[src/rtl/gas_pkg.sv]
// Shared constants for the gas controller front-end: channel reset levels,
// lockout state encoding and default timing used by gas_fsm benches.
package gas_pkg;

    localparam logic SAFE_LEVEL = 1'b1;
    localparam logic R_IDLE     = 1'b0;

    localparam int CNT_W_DEF          = 8;
    localparam int DEB_CYCLES_DEF     = 4;
    localparam int GAS_ON_CYCLES_DEF  = 2;
    localparam int GAS_CLR_CYCLES_DEF = 8;
    localparam int REARM_CYCLES_DEF   = 16;

    typedef enum logic {
        IDLE = 1'b0,
        LOCK = 1'b1
    } lock_state_t;

endpackage

[src/rtl/input_debouncer.sv]
// Two-flop synchroniser followed by a saturating stability counter; the output
// follows the synchronised level once it has differed for the direction's threshold.
module input_debouncer #(
    parameter int   CNT_W       = 8,
    parameter int   RISE_CYCLES = 4,
    parameter int   FALL_CYCLES = 4,
    parameter logic RST_VAL     = 1'b1
) (
    input  logic clk,
    input  logic rst,
    input  logic raw,
    output logic out
);

    localparam logic [CNT_W-1:0] RISE_THR = CNT_W'(RISE_CYCLES);
    localparam logic [CNT_W-1:0] FALL_THR = CNT_W'(FALL_CYCLES);
    localparam logic [CNT_W-1:0] CNT_MAX  = '1;

    logic             s1;
    logic             s2;
    logic [CNT_W-1:0] cnt;
    logic [CNT_W-1:0] thr;

    // s2 is the level the output would move to, so it selects the threshold
    assign thr = s2 ? RISE_THR : FALL_THR;

    always_ff @(posedge clk) begin
        if (!rst) begin
            s1  <= RST_VAL;
            s2  <= RST_VAL;
            out <= RST_VAL;
            cnt <= '0;
        end else begin
            s1 <= raw;
            s2 <= s1;
            if (s2 == out) begin
                cnt <= '0;
            end else if (cnt >= thr - 1'b1) begin
                out <= s2;
                cnt <= '0;
            end else if (cnt != CNT_MAX) begin
                cnt <= cnt + 1'b1;
            end
        end
    end

endmodule

[src/rtl/gas_input_conditioner.sv]
// Conditions the six raw field inputs for gas_fsm: debounced G/T/P/C/F levels
// and a rate-limited one-cycle RFID authorisation pulse R.
//
//   state | meaning
//   IDLE  | waiting for a debounced card rise
//   LOCK  | pulse issued, further rises ignored until lock_cnt expires
module gas_input_conditioner
    import gas_pkg::*;
#(
    parameter int CNT_W          = CNT_W_DEF,
    parameter int DEB_CYCLES     = DEB_CYCLES_DEF,
    parameter int GAS_ON_CYCLES  = GAS_ON_CYCLES_DEF,
    parameter int GAS_CLR_CYCLES = GAS_CLR_CYCLES_DEF,
    parameter int REARM_CYCLES   = REARM_CYCLES_DEF
) (
    input  logic clk,
    input  logic rst,
    input  logic g_raw,
    input  logic t_raw,
    input  logic p_raw,
    input  logic c_raw,
    input  logic f_raw,
    input  logic r_raw,
    output logic G,
    output logic T,
    output logic P,
    output logic C,
    output logic F,
    output logic R,
    output logic r_locked
);

    localparam logic [CNT_W-1:0] REARM_VAL = CNT_W'(REARM_CYCLES);
    localparam logic [CNT_W-1:0] ONE       = CNT_W'(1);

    logic             r_deb;
    logic             r_deb_q;
    logic             r_rise;
    logic             r_pulse_nxt;
    lock_state_t      state;
    lock_state_t      state_nxt;
    logic [CNT_W-1:0] lock_cnt;
    logic [CNT_W-1:0] lock_cnt_nxt;

    // gas: falling (leak) is fast, rising (all-clear) is slow
    input_debouncer #(.CNT_W(CNT_W), .RISE_CYCLES(GAS_CLR_CYCLES), .FALL_CYCLES(GAS_ON_CYCLES),
                      .RST_VAL(SAFE_LEVEL))
        u_deb_g (.clk(clk), .rst(rst), .raw(g_raw), .out(G));
    input_debouncer #(.CNT_W(CNT_W), .RISE_CYCLES(DEB_CYCLES), .FALL_CYCLES(DEB_CYCLES),
                      .RST_VAL(SAFE_LEVEL))
        u_deb_t (.clk(clk), .rst(rst), .raw(t_raw), .out(T));
    input_debouncer #(.CNT_W(CNT_W), .RISE_CYCLES(DEB_CYCLES), .FALL_CYCLES(DEB_CYCLES),
                      .RST_VAL(SAFE_LEVEL))
        u_deb_p (.clk(clk), .rst(rst), .raw(p_raw), .out(P));
    input_debouncer #(.CNT_W(CNT_W), .RISE_CYCLES(DEB_CYCLES), .FALL_CYCLES(DEB_CYCLES),
                      .RST_VAL(SAFE_LEVEL))
        u_deb_c (.clk(clk), .rst(rst), .raw(c_raw), .out(C));
    input_debouncer #(.CNT_W(CNT_W), .RISE_CYCLES(DEB_CYCLES), .FALL_CYCLES(DEB_CYCLES),
                      .RST_VAL(SAFE_LEVEL))
        u_deb_f (.clk(clk), .rst(rst), .raw(f_raw), .out(F));
    input_debouncer #(.CNT_W(CNT_W), .RISE_CYCLES(DEB_CYCLES), .FALL_CYCLES(DEB_CYCLES),
                      .RST_VAL(R_IDLE))
        u_deb_r (.clk(clk), .rst(rst), .raw(r_raw), .out(r_deb));

    assign r_rise   = r_deb & ~r_deb_q;
    assign r_locked = (state == LOCK);

    always_ff @(posedge clk) begin
        if (!rst) begin
            r_deb_q  <= R_IDLE;
            state    <= IDLE;
            lock_cnt <= '0;
            R        <= 1'b0;
        end else begin
            r_deb_q  <= r_deb;
            state    <= state_nxt;
            lock_cnt <= lock_cnt_nxt;
            R        <= r_pulse_nxt;
        end
    end

    always_comb begin
        state_nxt    = state;
        lock_cnt_nxt = lock_cnt;
        r_pulse_nxt  = 1'b0;
        case (state)
            IDLE: begin
                if (r_rise) begin
                    r_pulse_nxt  = 1'b1;
                    lock_cnt_nxt = REARM_VAL;
                    state_nxt    = LOCK;
                end
            end
            LOCK: begin
                // leave on the edge where the count reaches zero
                if (lock_cnt <= ONE) begin
                    lock_cnt_nxt = '0;
                    state_nxt    = IDLE;
                end else begin
                    lock_cnt_nxt = lock_cnt - 1'b1;
                end
            end
            default: state_nxt = IDLE;
        endcase
    end

endmodule

[config.mk]
export PLATFORM = sky130hd
export DESIGN_NAME = gas_input_conditioner
export DESIGN_NICKNAME = d
export VERILOG_FILES = /design/src/rtl/gas_pkg.sv /design/src/rtl/input_debouncer.sv /design/src/rtl/gas_input_conditioner.sv
export SDC_FILE = /design/constraint.sdc
export NUM_CORES = 1
export LEC_CHECK = 0
export CAP_MARGIN = 15
export CORE_ASPECT_RATIO = 0.9
export CORE_MARGIN = 8
export CORE_UTILIZATION = 35
export DETAILED_ROUTE_END_ITERATION = 7
export HOLD_SLACK_MARGIN = 0.02
export PLACE_DENSITY = 0.57
export REMOVE_ABC_BUFFERS = 1
export SETUP_SLACK_MARGIN = 0.15
export SYNTH_ARGS = -nofsm -noshare
export SYNTH_HDL_FRONTEND = slang
export SYNTH_HIERARCHICAL = 1
export SYNTH_SLANG_ARGS = --single-unit
[constraint.sdc]
create_clock -name clk -period 5.7 [get_ports clk]
set_clock_uncertainty 0.1 [all_clocks]
set_input_delay 1.425 -clock clk [delete_from_list [all_inputs] [get_ports clk]]
set_output_delay 1.425 -clock clk [all_outputs]
set_load 0.005 [all_outputs]
Word-level counts from Yosys, hierarchy flattened --
Cells that the tools add are included.
Operators by class: muxes and demuxes 7, reductions and logical operators 13, add/sub/neg operators 8, equal/unequal tests 13, magnitude comparators 7, bitwise gates (word level) 10
Operators by type and width (count):
- $add A8 B1 Y8 const B | 6
- $ne A8 B8 Y1 const B | 6
- $ge A8 B2 Y1 const B | 5
- $reduce_or A3 Y1 | 6
- $mux W8 | 2
- $pmux W8 S2 | 1
- $sub A8 B1 Y8 const B | 2
- $reduce_and A2 Y1 | 6
- $not A1 Y1 | 9
- $ge A8 B8 Y1 | 1
- $le A8 B1 Y1 const B | 1
- $eq A1 B1 Y1 | 6
- $mux W4 | 1
- $mux W1 | 2
- $ne A2 B2 Y1 const B | 1
- $pmux W1 S2 | 1
- $reduce_or A2 Y1 | 1
- $and A1 B1 Y1 | 1
Storage, ports and cells: logic and storage cells 86, output and inout port bits 7, register bits 77, input port bits 8

Logic depth before layout (Yosys ltp) --
word-level depth 4, gate-level depth with buffers 6, depth with buffers taken out 6

Hierarchy --
Netlist, hierarchy kept.
Modules (own cells, without submodules):
- input_debouncer (u_deb_c ...) | sequential area each 220.2 sq um, instances 4, cells each 27, area each 340.3 sq um
- gas_input_conditioner | sequential area each 220.2 sq um, instances 1, cells each 63, area each 539.3 sq um
- input_debouncer (u_deb_g) | sequential area each 220.2 sq um, instances 1, cells each 38, area each 437.9 sq um
- input_debouncer (u_deb_r) | sequential area each 220.2 sq um, instances 1, cells each 27, area each 339.1 sq um

Least setup slack after synthesis --
No wires, ideal clock.
path type input -> register, start input rst, end register u_deb_g.cnt[2], arrival time 1.757 ns, cell stages on the path 2, data required time 5.497 ns, slack 3.739 ns, buffers on the path 0, library setup time 0.103 ns, cells stage by stage nand2_1 > a2111oi_2
On the way: cells in the longest elaborated chain, start to end 2
Ends and longest elaborated chain:
- start: declaration | line gas_input_conditioner.sv:17 | input logic rst,
- $not A1 Y1 (no line)
- $reduce_or A3 Y1 (no line)
- end signal: assignment | line input_debouncer.sv:42 | cnt <= cnt + 1'b1;
- end: declaration | line input_debouncer.sv:21 | logic [CNT_W-1:0] cnt;
Every way passes these cells. A chain may end at the register's enable or synchronous reset.

Final worst setup path --
start register state (netlist: r_locked), end output r_locked
RTL lines:
- start: declaration | line gas_input_conditioner.sv:40 | lock_state_t state;
- start signal: assignment | line gas_input_conditioner.sv:76 | state <= state_nxt;
- end: declaration | line gas_input_conditioner.sv:30 | output logic r_locked
No word-level cell between the ends.

==> results.cfg <==
[outcome]
outcome = finished clean

[final_layout]
final_layout_size_suffix_gt1_share_pct = 11.6
syn2layout_area_growth_pct = 21.8
design.final.nets = 307
post-route-cell-area_mm2 = 0.00326
final_core_utilization_pct = 43.7
insertedDiodeCount = 0

[detailed_routing]
firstDrtPassIters = 4
detailroute.wirelength.met3_um = 173
highest_layer = met4
wl_met1_um = 1920
initial_drc_count = 40
drtAntennaViolNets = 0
detailroute.wirelength.met2_um = 1800
drcViolationCount = 0
dr_total_vias = 1730
routedWlPerCell_um = 10.3
detail_route.vias_per_cell = 4.44
drt-total-wl_um = 4010

[floorplan]
io-pin-count = 15
floorplan.die.width_um = 108
die_area_mm2 = 0.0107
dieHeight_um = 99.0
design.core.area_mm2 = 0.00747
cell_rows = 30
floorplan.initialDensity_pct = 35.8

[timing]
setup_viol = 0
transition_time_at_the_pin_with_the_least_slew_margin_ns = 0.614
grt_setup_unrepaired = false
fin_crit_ns = 3.07
report.final.hold_viol_count = 0
finalCritPeriodShare_pct = 53.8
max_clock_freq_ghz = 0.326
worst_slack_ns = 2.63
maxSlewViolCount = 0
max_slew_margin_pct = 58.9
fin_setup_tns_ns = 0

[yosys]
dominant_combinational_cell_family_by_area_after_synthesis = simple AND/OR/NAND/NOR gates
synth_async_sr_flop_share_pct = 0
synth_simple_gate_area_share_pct = 22.6
dominantRegCellSynth = sky130_fd_sc_hd__dfxtp_1
synthDistinctLibCells = 40
synth_xor_xnor_area_share_pct = 1.96
synth-compound-area-share_pct = 9.77
synth_warnings = 6
synth.cell_area_mm2 = 0.00268
multiplexer_area_fraction_after_synthesis_pct = 0.748
arithmetic_cell_share_of_the_synthesized_area_counting_full_adders_half_adders_and_majority_gates_pct = 4.67
synthCells = 236
postSynthRegisterBits = 77
postSynthAreaPerCell_um2 = 11.3
sequential_element_share_of_the_synthesized_area_pct = 57.6
synth-edff-count = 0

[clocking]
cts_buffer_depth = 2
cts-hold-fix-buffers = 0
cts_post_setup_buffers_inserted = 0
post_cts_resized = 0
clock_sinks = 77
clkSlewWorstSetupHoldPaths_ns = 0.08
clkLatencyLatePin_ns = 0.34
cts.root.buffer_cell = sky130_fd_sc_hd__clkbuf_8
tritoncts = built
cts-htree-levels = 3
cts-buffers-inserted = 9

[setup_path]
cp_num_buf_inv = 1
path_delay_family = flip-flops
arrival_ns = 1.54
critPathRequiredTime_ns = 4.18
crit_path_top_delay_cell = sky130_fd_sc_hd__dfxtp_1
critical-path-max-stage-delay_ns = 0.61
series_of_cell_instances_along_the_critical_path = clkdlybuf4s50_1
critPathCaptureType = output pin
setup.worst_path.class = reg -> out
cp_max_fo = 12
worst_setup_path_start_kind = flop

[pwr]
power_frac_clock_pct = 42.0
p_int_mw = 0.818
post-layout-total-power_mw = 1.04
net-switching-power_mw = 0.221
seq_power_share_pct = 54.9
switching_share_of_total_power_pct = 21.2
logic_pwr_share_pct = 3.2
power.static_leakage_nw = 1.30
irDropWorstVdd_uv = 185
p_per_area_mw_per_mm2 = 319

[global_route]
groute.usage.overall_pct = 8.28
first_global_vias = 1603
grt_first_pass_wirelength_um = 6960
initial_antenna_violation_count = 0
globalRouteOverflowTotal = 0
grt_max_degree = 17

[place]
io_buffers = 14
globalplace.congestion = 0.741
dp.final_hpwl_um = 2830
place_area_mm2 = 0.00305
post-place-ws_ns = 2.44

[min_path]
hold_path_class = reg -> reg

[flow_run]
drv_cap = 0
metrics by stage:
stage / hold WS, ns / cells
2_1_floorplan: 0.286 / 263
3_3_place_gp: 0.289 / 374
3_5_place_dp: 0.293 / 374
4_1_cts: 0.314 / 390
5_1_grt: 0.317 / 390
6_report: 0.306 / 390
routing by layer:
layer  up-vias  GRT usage [%]
li1        915              -
met3        11           2.61
met2        25           12.2
met1       779           9.35
met4         0           7.36
met5         -              0
sequential cells by signal (all words and copies together), names as in the netlist, 8 cells and up:
register and count:
u_deb_r/cnt 8, u_deb_f/cnt 8, u_deb_t/cnt 8, lock_cnt 8
u_deb_c/cnt 8, u_deb_g/cnt 8, u_deb_p/cnt 8
power groups by stage:
stage / Clock (mW) / Sequential [mW] / Combinational (mW)
final: 0.436 / 0.570 / 0.0329
after global routing: 0.474 / 0.573 / 0.0376
after CTS: 0.452 / 0.570 / 0.0331
after detailed placement: 0 / 0.583 / 0.0330
after global placement: 0 / 0.582 / 0.0326
after floorplan: 0 / 0.580 / 0.0193
final timing paths:
path	slack, ns	from	endpoint	depth (start not counted)
setup / recovery	2.63	r_locked$_SDFF_PN0_	r_locked	1
setup reg to reg	3.79	lock_cnt[3]$_SDFFE_PN0P_	lock_cnt[3]$_SDFFE_PN0P_	4
hold reg to reg	0.31	u_deb_t/s1$_SDFF_PN1_	u_deb_t/s2$_SDFF_PN1_	1
hold / removal	0.31	u_deb_t/s1$_SDFF_PN1_	u_deb_t/s2$_SDFF_PN1_	1
cells by family (layout without fill, tap and decap cells):
family / after synthesis / count (layout)
AND/OR/NAND/NOR: 87 / 87
multiplexers: 2 / 2
other: 6 / 34
XOR/XNOR: 6 / 6
buffers and inverters: 13 / 43
AO/OA/AOI/OAI: 35 / 35
adder cells (fa/ha/maj): 10 / 10
flip-flops: 77 / 77
synthesized netlist by cell type, types with 2 or more instances:
master                     instances  area (um^2)
sky130_fd_sc_hd__nor4_4            5          106
sky130_fd_sc_hd__xor2_1            6         52.6
sky130_fd_sc_hd__a21oi_1          14         70.1
sky130_fd_sc_hd__nor2_1           10         37.5
sky130_fd_sc_hd__dfxtp_1          77         1540
sky130_fd_sc_hd__a31oi_1           4         25.0
sky130_fd_sc_hd__inv_1            11         41.3
sky130_fd_sc_hd__a211oi_1          2         15.0
sky130_fd_sc_hd__nand2_1          10         37.5
sky130_fd_sc_hd__nand4_1          11         68.8
sky130_fd_sc_hd__and2_1            4         25.0
sky130_fd_sc_hd__nor3_1            8         40.0
sky130_fd_sc_hd__nand3b_1          4         30.0
sky130_fd_sc_hd__ha_1             10          125
sky130_fd_sc_hd__and4_2            5         50.1
sky130_fd_sc_hd__nand2b_1         11         68.8
sky130_fd_sc_hd__nand3_1           7         35.0
sky130_fd_sc_hd__nor2b_1           5         31.3
sky130_fd_sc_hd__conb_1            6         22.5
sky130_fd_sc_hd__or3_1             2         12.5
sky130_fd_sc_hd__a21boi_0          4         30.0
sky130_fd_sc_hd__mux2i_1           2         20.0
layout by cell type, fill, tap and decap left out, types with 9 or more instances in the layout:
master | synthesis | final
sky130_fd_sc_hd__ha_1 | 10 | 10
sky130_fd_sc_hd__clkbuf_8 | 0 | 9
sky130_fd_sc_hd__a21oi_1 | 14 | 14
sky130_fd_sc_hd__conb_1 | 6 | 34
sky130_fd_sc_hd__clkdlybuf4s50_1 | 0 | 14
sky130_fd_sc_hd__nand2_1 | 10 | 10
sky130_fd_sc_hd__inv_1 | 11 | 11
sky130_fd_sc_hd__nand2b_1 | 11 | 11
sky130_fd_sc_hd__dfxtp_1 | 77 | 77
sky130_fd_sc_hd__nand4_1 | 11 | 11
sky130_fd_sc_hd__nor2_1 | 10 | 10
cell type report:
type,instances,area (um^2)
Timing Repair Buffer,15,148
Tap cell,96,120
Clock buffer,9,124
Inverter,12,45.0
Fill cell,723,4210
Sequential cell,77,1540
Clock inverter,7,90.1
Multi-Input combinational cell,174,1190
Note: power is estimated with default switching activity, not from simulation.
